File: src/rtl/fb_pkg.sv
// fb_pkg: shared constants, host FSM state type and pixel-location helper
// for the 512 x 256 monochrome framebuffer controller (fb_ctrl).
//   FB_WIDTH / FB_HEIGHT   frame geometry in pixels
//   FB_DATA_W              RAM word width (= pixels per word)
//   FB_WORDS / FB_ADDR_W   RAM depth and word-address width
//   host_state_t           host read-modify-write FSM states
//   fb_locate()            (x, y) -> word address and bit index
package fb_pkg;

    localparam int unsigned FB_WIDTH  = 512;
    localparam int unsigned FB_HEIGHT = 256;
    localparam int unsigned FB_DATA_W = 16;
    localparam int unsigned FB_WORDS  = (FB_WIDTH * FB_HEIGHT) / FB_DATA_W;
    localparam int unsigned FB_ADDR_W = 13;

    typedef enum logic [1:0] {
        IDLE,
        RD,
        MOD
    } host_state_t;

    typedef struct packed {
        logic [FB_ADDR_W-1:0] addr;
        logic [3:0]           bit_idx;
    } pix_loc_t;

    // Leftmost pixel of a word lives in the MSB.
    function automatic pix_loc_t fb_locate(input logic [8:0] x, input logic [7:0] y);
        pix_loc_t loc;
        loc.addr    = {y, x[8:4]};
        loc.bit_idx = 4'd15 - x[3:0];
        return loc;
    endfunction

endpackage

File: src/rtl/fb_ctrl_if.sv
// fb_ctrl_if: signal bundle between fb_ctrl and its surroundings.
//   RAM      : mem_raddr/mem_q (registered read), mem_waddr/mem_d/mem_we
//   video    : vid_sof, vid_next in; vid_pixel, vid_underrun out
//   host     : host_req/x/y/val in; host_ready, host_done out
//   clear    : clear_req in; clear_busy out
// Modports: master = controller side, slave = RAM/video/host side.
interface fb_ctrl_if
    import fb_pkg::*;
#(
    parameter int unsigned ADDR_W = FB_ADDR_W,
    parameter int unsigned DATA_W = FB_DATA_W
);

    logic [ADDR_W-1:0] mem_raddr;
    logic [DATA_W-1:0] mem_q;
    logic [ADDR_W-1:0] mem_waddr;
    logic [DATA_W-1:0] mem_d;
    logic              mem_we;

    logic              vid_sof;
    logic              vid_next;
    logic              vid_pixel;
    logic              vid_underrun;

    logic              host_req;
    logic [8:0]        host_x;
    logic [7:0]        host_y;
    logic              host_val;
    logic              host_ready;
    logic              host_done;

    logic              clear_req;
    logic              clear_busy;

    modport master (
        output mem_raddr, mem_waddr, mem_d, mem_we,
        input  mem_q,
        input  vid_sof, vid_next,
        output vid_pixel, vid_underrun,
        input  host_req, host_x, host_y, host_val,
        output host_ready, host_done,
        input  clear_req,
        output clear_busy
    );

    modport slave (
        input  mem_raddr, mem_waddr, mem_d, mem_we,
        output mem_q,
        output vid_sof, vid_next,
        input  vid_pixel, vid_underrun,
        output host_req, host_x, host_y, host_val,
        input  host_ready, host_done,
        output clear_req,
        input  clear_busy
    );

endinterface

File: src/rtl/fb_scan_buf.sv
// fb_scan_buf: two-word scanout prefetch buffer with 4-bit bit index.
//   i_clk, i_rst   clock, synchronous active-high reset
//   i_sof          start of frame: flush, zero index, drop in-flight read
//   i_next         consume one pixel
//   i_issue        a scan read was issued this cycle (data on i_q next cycle)
//   i_q            RAM registered read data
//   o_fetch_req    buffered + in-flight words < 2
//   o_pixel        current pixel (MSB first), 0 when empty
//   o_underrun     i_next while empty
module fb_scan_buf
    import fb_pkg::*;
(
    input  logic                 i_clk,
    input  logic                 i_rst,
    input  logic                 i_sof,
    input  logic                 i_next,
    input  logic                 i_issue,
    input  logic [FB_DATA_W-1:0] i_q,
    output logic                 o_fetch_req,
    output logic                 o_pixel,
    output logic                 o_underrun
);

    logic [FB_DATA_W-1:0] r_word0;
    logic [FB_DATA_W-1:0] r_word1;
    logic [1:0]           r_cnt;
    logic [3:0]           r_idx;
    logic                 r_pend;
    logic                 w_adv;
    logic                 w_pop;
    logic                 w_push;

    always_comb begin
        w_adv       = i_next && !i_sof && (r_cnt != 2'd0);
        w_pop       = w_adv && (r_idx == 4'd15);
        // A read returning in the sof cycle belongs to the old frame.
        w_push      = r_pend && !i_sof;
        o_underrun  = !i_rst && i_next && !i_sof && (r_cnt == 2'd0);
        o_pixel     = !i_rst && (r_cnt != 2'd0) && r_word0[4'd15 - r_idx];
        // The sof cycle issues nothing: scan_addr is being reset.
        o_fetch_req = !i_rst && !i_sof && (({1'b0, r_cnt} + {2'b00, r_pend}) < 3'd2);
    end

    always_ff @(posedge i_clk) begin
        if (i_rst || i_sof) begin
            r_word0 <= '0;
            r_word1 <= '0;
            r_cnt   <= '0;
            r_idx   <= '0;
            r_pend  <= 1'b0;
        end else begin
            r_pend <= i_issue;
            if (w_adv) begin
                r_idx <= r_idx + 4'd1;
            end
            case ({w_push, w_pop})
                2'b10: begin
                    if (r_cnt == 2'd0) begin
                        r_word0 <= i_q;
                    end else begin
                        r_word1 <= i_q;
                    end
                    r_cnt <= r_cnt + 2'd1;
                end
                2'b01: begin
                    r_word0 <= r_word1;
                    r_cnt   <= r_cnt - 2'd1;
                end
                2'b11: begin
                    if (r_cnt == 2'd1) begin
                        r_word0 <= i_q;
                    end else begin
                        r_word0 <= r_word1;
                        r_word1 <= i_q;
                    end
                end
                default: ;
            endcase
        end
    end

endmodule

File: src/rtl/fb_ctrl.sv
// fb_ctrl: framebuffer RAM controller (8K x 16, 512 x 256 pixels).
//   clk, rst  sole clock; synchronous active-high reset
//   bus       fb_ctrl_if.master: RAM ports, video scanout, host pixel
//             write (read-modify-write), optional frame clear
// Scan prefetch has strict priority on the read port; the host RMW
// uses it otherwise. All outputs are forced to 0 while rst is high.
// Optional feature: define FB_CLEAR_EN to enable the full-frame clear
// engine; otherwise clear_req is ignored and clear_busy is 0.
module fb_ctrl
    import fb_pkg::*;
#(
    parameter int unsigned ADDR_W = FB_ADDR_W,
    parameter int unsigned DATA_W = FB_DATA_W
) (
    input  logic      clk,
    input  logic      rst,
    fb_ctrl_if.master bus
);

    host_state_t       r_state;
    host_state_t       w_state_nxt;
    pix_loc_t          w_loc;
    logic [ADDR_W-1:0] r_h_addr;
    logic [3:0]        r_h_bit;
    logic              r_h_val;
    logic [ADDR_W-1:0] r_scan_addr;
    logic [ADDR_W-1:0] w_clr_addr;
    logic [DATA_W-1:0] w_merged;
    logic              w_scan_req;
    logic              w_host_ready;
    logic              w_host_acc;
    logic              w_host_grant;
    logic              w_host_we;
    logic              w_clr_block;
    logic              w_clr_we;

    fb_scan_buf u_scan (
        .i_clk       (clk),
        .i_rst       (rst),
        .i_sof       (bus.vid_sof),
        .i_next      (bus.vid_next),
        .i_issue     (w_scan_req),
        .i_q         (bus.mem_q),
        .o_fetch_req (w_scan_req),
        .o_pixel     (bus.vid_pixel),
        .o_underrun  (bus.vid_underrun)
    );

    assign w_loc = fb_locate(bus.host_x, bus.host_y);

    always_ff @(posedge clk) begin
        if (rst || bus.vid_sof) begin
            r_scan_addr <= '0;
        end else if (w_scan_req) begin
            r_scan_addr <= r_scan_addr + ADDR_W'(1);
        end
    end

    // Host RMW FSM
    always_comb begin
        w_state_nxt  = r_state;
        w_host_ready = 1'b0;
        w_host_acc   = 1'b0;
        w_host_grant = 1'b0;
        w_host_we    = 1'b0;
        case (r_state)
            IDLE: begin
                w_host_ready = !w_clr_block;
                w_host_acc   = bus.host_req && w_host_ready;
                if (w_host_acc) begin
                    w_state_nxt = RD;
                end
            end
            RD: begin
                w_host_grant = !w_scan_req;
                if (w_host_grant) begin
                    w_state_nxt = MOD;
                end
            end
            MOD: begin
                w_host_we   = 1'b1;
                w_state_nxt = IDLE;
            end
            default: w_state_nxt = IDLE;
        endcase
    end

    always_ff @(posedge clk) begin
        if (rst) begin
            r_state  <= IDLE;
            r_h_addr <= '0;
            r_h_bit  <= '0;
            r_h_val  <= 1'b0;
        end else begin
            r_state <= w_state_nxt;
            if (w_host_acc) begin
                r_h_addr <= w_loc.addr;
                r_h_bit  <= w_loc.bit_idx;
                r_h_val  <= bus.host_val;
            end
        end
    end

    always_comb begin
        w_merged          = bus.mem_q;
        w_merged[r_h_bit] = r_h_val;
    end

    // RAM port drive
    always_comb begin
        bus.mem_raddr  = '0;
        bus.mem_waddr  = '0;
        bus.mem_d      = '0;
        bus.mem_we     = 1'b0;
        bus.host_done  = 1'b0;
        bus.host_ready = 1'b0;
        if (!rst) begin
            bus.host_ready = w_host_ready;
            if (w_scan_req) begin
                bus.mem_raddr = r_scan_addr;
            end else if (w_host_grant) begin
                bus.mem_raddr = r_h_addr;
            end
            if (w_host_we) begin
                bus.mem_we    = 1'b1;
                bus.mem_waddr = r_h_addr;
                bus.mem_d     = w_merged;
                bus.host_done = 1'b1;
            end else if (w_clr_we) begin
                bus.mem_we    = 1'b1;
                bus.mem_waddr = w_clr_addr;
            end
        end
    end

`ifdef FB_CLEAR_EN
    logic              r_clr_busy;
    logic              r_clr_pend;
    logic [ADDR_W-1:0] r_clr_addr;
    logic              w_clr_start;

    // A request arriving mid-RMW is held until the host FSM is back in IDLE.
    assign w_clr_start = (bus.clear_req || r_clr_pend) && !r_clr_busy && (r_state == IDLE);

    always_ff @(posedge clk) begin
        if (rst) begin
            r_clr_busy <= 1'b0;
            r_clr_pend <= 1'b0;
            r_clr_addr <= '0;
        end else if (w_clr_start) begin
            r_clr_busy <= 1'b1;
            r_clr_pend <= 1'b0;
            r_clr_addr <= '0;
        end else if (r_clr_busy) begin
            r_clr_addr <= r_clr_addr + ADDR_W'(1);
            if (r_clr_addr == ADDR_W'(FB_WORDS - 1)) begin
                r_clr_busy <= 1'b0;
            end
        end else if (bus.clear_req) begin
            r_clr_pend <= 1'b1;
        end
    end

    assign w_clr_block    = r_clr_busy || r_clr_pend || bus.clear_req;
    assign w_clr_we       = r_clr_busy;
    assign w_clr_addr     = r_clr_addr;
    assign bus.clear_busy = r_clr_busy && !rst;
`else
    logic w_unused_clear_req;

    assign w_unused_clear_req = bus.clear_req;
    assign w_clr_block        = 1'b0;
    assign w_clr_we           = 1'b0;
    assign w_clr_addr         = '0;
    assign bus.clear_busy     = 1'b0;
`endif

endmodule

File: src/flat_wrapper.sv
// flat-port wrapper written by rule: the top's interface ports become plain ports
module fb_ctrl_flat import fb_pkg::*;
#(
    parameter int unsigned ADDR_W = FB_ADDR_W,
    parameter int unsigned DATA_W = FB_DATA_W
)
  (clk, rst, bus_mem_raddr, bus_mem_waddr, bus_mem_d, bus_mem_we, bus_mem_q, bus_vid_sof, bus_vid_next, bus_vid_pixel, bus_vid_underrun, bus_host_req, bus_host_x, bus_host_y, bus_host_val, bus_host_ready, bus_host_done, bus_clear_req, bus_clear_busy);
  fb_ctrl_if #(.ADDR_W(ADDR_W), .DATA_W(DATA_W)) bus_i ();
  input  logic clk;
  input  logic rst;
  output wire logic [$bits(bus_i.mem_raddr)-1:0] bus_mem_raddr;
  output wire logic [$bits(bus_i.mem_waddr)-1:0] bus_mem_waddr;
  output wire logic [$bits(bus_i.mem_d)-1:0] bus_mem_d;
  output wire logic [$bits(bus_i.mem_we)-1:0] bus_mem_we;
  input wire logic [$bits(bus_i.mem_q)-1:0] bus_mem_q;
  input wire logic [$bits(bus_i.vid_sof)-1:0] bus_vid_sof;
  input wire logic [$bits(bus_i.vid_next)-1:0] bus_vid_next;
  output wire logic [$bits(bus_i.vid_pixel)-1:0] bus_vid_pixel;
  output wire logic [$bits(bus_i.vid_underrun)-1:0] bus_vid_underrun;
  input wire logic [$bits(bus_i.host_req)-1:0] bus_host_req;
  input wire logic [$bits(bus_i.host_x)-1:0] bus_host_x;
  input wire logic [$bits(bus_i.host_y)-1:0] bus_host_y;
  input wire logic [$bits(bus_i.host_val)-1:0] bus_host_val;
  output wire logic [$bits(bus_i.host_ready)-1:0] bus_host_ready;
  output wire logic [$bits(bus_i.host_done)-1:0] bus_host_done;
  input wire logic [$bits(bus_i.clear_req)-1:0] bus_clear_req;
  output wire logic [$bits(bus_i.clear_busy)-1:0] bus_clear_busy;
  assign bus_mem_raddr = bus_i.mem_raddr;
  assign bus_mem_waddr = bus_i.mem_waddr;
  assign bus_mem_d = bus_i.mem_d;
  assign bus_mem_we = bus_i.mem_we;
  assign bus_i.mem_q = bus_mem_q;
  assign bus_i.vid_sof = bus_vid_sof;
  assign bus_i.vid_next = bus_vid_next;
  assign bus_vid_pixel = bus_i.vid_pixel;
  assign bus_vid_underrun = bus_i.vid_underrun;
  assign bus_i.host_req = bus_host_req;
  assign bus_i.host_x = bus_host_x;
  assign bus_i.host_y = bus_host_y;
  assign bus_i.host_val = bus_host_val;
  assign bus_host_ready = bus_i.host_ready;
  assign bus_host_done = bus_i.host_done;
  assign bus_i.clear_req = bus_clear_req;
  assign bus_clear_busy = bus_i.clear_busy;
  fb_ctrl #(.ADDR_W(ADDR_W), .DATA_W(DATA_W)) u_core (.clk(clk), .rst(rst), .bus(bus_i));
endmodule
File: config.mk
export PLATFORM = sky130hd
export DESIGN_NAME = fb_ctrl_flat
export DESIGN_NICKNAME = d
export VERILOG_FILES = /design/src/rtl/fb_pkg.sv /design/src/rtl/fb_ctrl_if.sv /design/src/rtl/fb_scan_buf.sv /design/src/rtl/fb_ctrl.sv /design/src/flat_wrapper.sv
export SDC_FILE = /design/constraint.sdc
export NUM_CORES = 1
export LEC_CHECK = 0
export BUFFER_PORTS_ARGS = -buffer_cell sky130_fd_sc_hd__buf_2
export CAP_MARGIN = 40
export CORE_AREA = 2 2 98 100
export CTS_CLUSTER_DIAMETER = 120
export DETAILED_ROUTE_END_ITERATION = 8
export DIE_AREA = 0 0 100 102
export PLACE_DENSITY = 0.6
export SYNTH_ARGS = -nofsm -noshare
export SYNTH_HDL_FRONTEND = slang
export SYNTH_SLANG_ARGS = --single-unit
File: constraint.sdc
create_clock -name clk -period 6.1 [get_ports clk]
set_input_delay 0.61 -clock clk [delete_from_list [all_inputs] [get_ports clk]]
set_output_delay 0.61 -clock clk [all_outputs]
set_load 0.05 [all_outputs]
==> flow_summary.ini <==
[run_status]
status = finished, final reports clean

[drt]
first_pass_iters = 5
first_iter_violations = 128
drt.antenna.violating_nets = 0
drt_wl_total_um = 9400
vias = 3422
routedWlPerCell_um = 14.8
drc = 0
routed_via_density = 5.40

[global_routing]
grt_pass1_vias = 3070
grt_pass1_wl_um = 15300
grt_max_degree = 35
grt.overflow.total = 0
grt_use_total_pct = 18.8
antenna_found_initial = 0

[timing]
whs_ns = 0.440
setup_viol = 0
worstMarginPinSlew_ns = 0.719
relSlewSlack_pct = 51.9
fmax_mhz = 317
slew_viol_final = 0
finalCritPeriodShare_pct = 51.8
tns_ns = 0
final-hold-violation-count = 0
period_needed_ns = 3.16
grt_setup_unrepaired = no
fin_skew_ns = 0.0118

[hold_path]
hp-class = in2reg
hold_depth = 2

[floorplanning]
row_count = 35
pin_count = 88
die-area_mm2 = 0.0102
core_area_mm2 = 0.00911
die_h_um = 102
start_util_pct = 39.6
die_w_um = 100

[layout]
final_common_cell = buf_2
final_cells = 634
nFillCells = 928
area_delta_synth_final_pct = 20.2
multi_input_area_mm2 = 0.00201
layout-drive-gt1-share_pct = 21.8
regArea_mm2 = 0.00144
final_nets = 565
mostFrequentLayoutCells = buf_2 (85), nand2_1 (75), dfxtp_1 (72)
n_antenna_cell = 0

[synthesis]
yosys_warnings = 0
synth_nets = 496
netlist_instances = 449
syn_area_mm2 = 0.00360
ys_ff_latch = 72
ys_seq_area_share_pct = 40.0
syn_avg_cell_area_um2 = 8.03
yosysUniqueCellTypes = 41

[setup_path]
cp_cell_sequence = buf_2, nor2_1, nand2_1, a21oi_1, buf_2
worstPathArrival_ns = 2.55
crit_type = in2out
crit_top_cell = buf_2
crit_cells = 5
ff2ff_setup_slack_ns = 3.35
crit_path_end_kind = output pin
critical-path-top-delay-family = simple AND/OR/NAND/NOR gates
cp_data_required_time_ns = 5.49
crit_path_top_delay_cell = nor2_1
start_kind = primary input
ff2ff_path_depth = 10
path_buf_inv = 2
cpPeakStageDelay_ns = 0.57
cp_max_fo = 26

[placement]
place_inst = 618
post-dp-hpwl_um = 6700
numPortBuffers = 85
finalWeightedCongestion = 0.850

[clock_network]
ctsHtreeMaxLevel = 3
numCtsBuffers = 9
root_buffer = clkbuf_8
cts_sinks = 72
clk_pin_slew_worst_paths_ns = 0.08
ctsHoldBuffers = 0
clk_path_buf_depth = 2
worstSkewPairLatency_ns = 0.34
cts_tree = yes
cts.repair.resized = 0
cts_setup_buffers = 0

[pwr]
power_density_mw_per_mm2 = 247
ir_worst_vdd_mv = 0.137
leakagePower_nw = 1.85

[flow_run]
max_cap_violations = 0
[path summary, 6_finish.rpt]
check | from | to
worst max-delay path | rst | bus_mem_d[15]
worst min-delay path | bus_host_x[0] | u_core.r_h_bit[0]
worst max register to register | u_core.u_scan.r_cnt[0] | u_core.u_scan.r_word0[15]
worst min register to register | u_core.u_scan.r_word1[8] | u_core.u_scan.r_word1[8]
[worst reg2reg max path, delay by kind of cell, from the launching register on]
family | cells | cell delay [ns]
AO/OA/AOI/OAI | 3 | 0.91
AND/OR/NAND/NOR | 3 | 0.70
adder cells (fa/ha/maj) | 2 | 0.46
flip-flops | 1 | 0.44
buffers and inverters | 2 | 0.18
[cell type report]
type | count | share of cell area, %
inverter | 6 | 0.520
timing repair buffer | 91 | 10.9
tap | 111 | 3.21
clock buffer | 9 | 2.86
multi-input combinational | 338 | 46.4
clock inverter | 7 | 2.77
sequential | 72 | 33.3
[logic make-up (layout without fill, tap and decap cells)]
group,Yosys count,after routing,share of synthesized area (%)
AO/OA/AOI/OAI,120,120,20.8
XOR/XNOR,12,12,2.92
adder cells (fa/ha/maj),7,7,2.43
buffers and inverters,39,113,4.48
flip-flops,72,72,40.0
multiplexers,21,21,6.53
other,1,1,0.104
AND/OR/NAND/NOR,177,177,22.7
[where the power goes]
part	switching (W)	internal [W]
sequential	0.0000161	0.000484
combinational	0.0000726	0.0000392
clock	0.000188	0.000272
[synth_stat cells (all sizes together)]
master	count	area share (%)
a211oi	6	1.2
or2	1	0.17
a22o	13	3.2
buf	8	1.2
or3	5	0.87
nor2b	2	0.35
nand2b	6	1.0
o211ai	2	0.42
and4b	1	0.28
inv	6	0.62
mux4	2	1.2
nand3	6	0.83
nand2	75	7.8
nor4b	1	0.24
nand4	5	1.0
nor3	7	0.97
xnor2	3	0.73
o2111ai	1	0.24
and2	3	0.52
clkbuf	25	2.6
and4	1	0.24
nor4	1	0.17
xor2	9	2.2
ha	7	2.4
nand3b	3	0.62
o31ai	1	0.21
nor2	43	4.5
a2111oi	1	0.76
mux2i	19	5.3
and3	15	2.6
o211a	2	0.56
o21ai	23	3.2
a22oi	16	3.3
a21oi	54	7.5
a31oi	1	0.17
dfxtp	72	40
conb	1	0.10
nand4b	2	0.49
[layer usage]
metal / global-route usage (%) / vias to the layer above / wire, um
li1: - / 1715 / -
met1: 26.6 / 1597 / 4570
met2: 28.8 / 97 / 4160
met3: 4.17 / 13 / 510
met4: 5.69 / 0 / 166
met5: 0 / - / 0
[state kept, by name (all words and copies together) (netlist names), 2 cells and up]
register	cells
u_core.r_h_addr	13
u_core.r_h_bit	4
u_core.r_scan_addr	13
u_core.r_state	2
u_core.u_scan.r_cnt	2
u_core.u_scan.r_idx	4
u_core.u_scan.r_word0	16
u_core.u_scan.r_word1	16
[stage by stage]
| stage | total power (W) | setup WS [ns] | utilization [%] | area [um2] |
|---|---|---|---|---|
| 5_1_grt | 0.00111 | 2.69 | 47.6 | 4330 |
| 3_3_place_gp | 0.000620 | 2.61 | 44.6 | 4060 |
| 2_1_floorplan | 0.000584 | 3.38 | - | 3600 |
| 4_1_cts | 0.00108 | 2.92 | 47.6 | 4330 |
| 6_report | 0.00107 | 2.94 | 47.6 | 4330 |
| 3_5_place_dp | 0.000623 | 2.92 | 44.9 | 4090 |
Power figures use the tool's default switching activity.
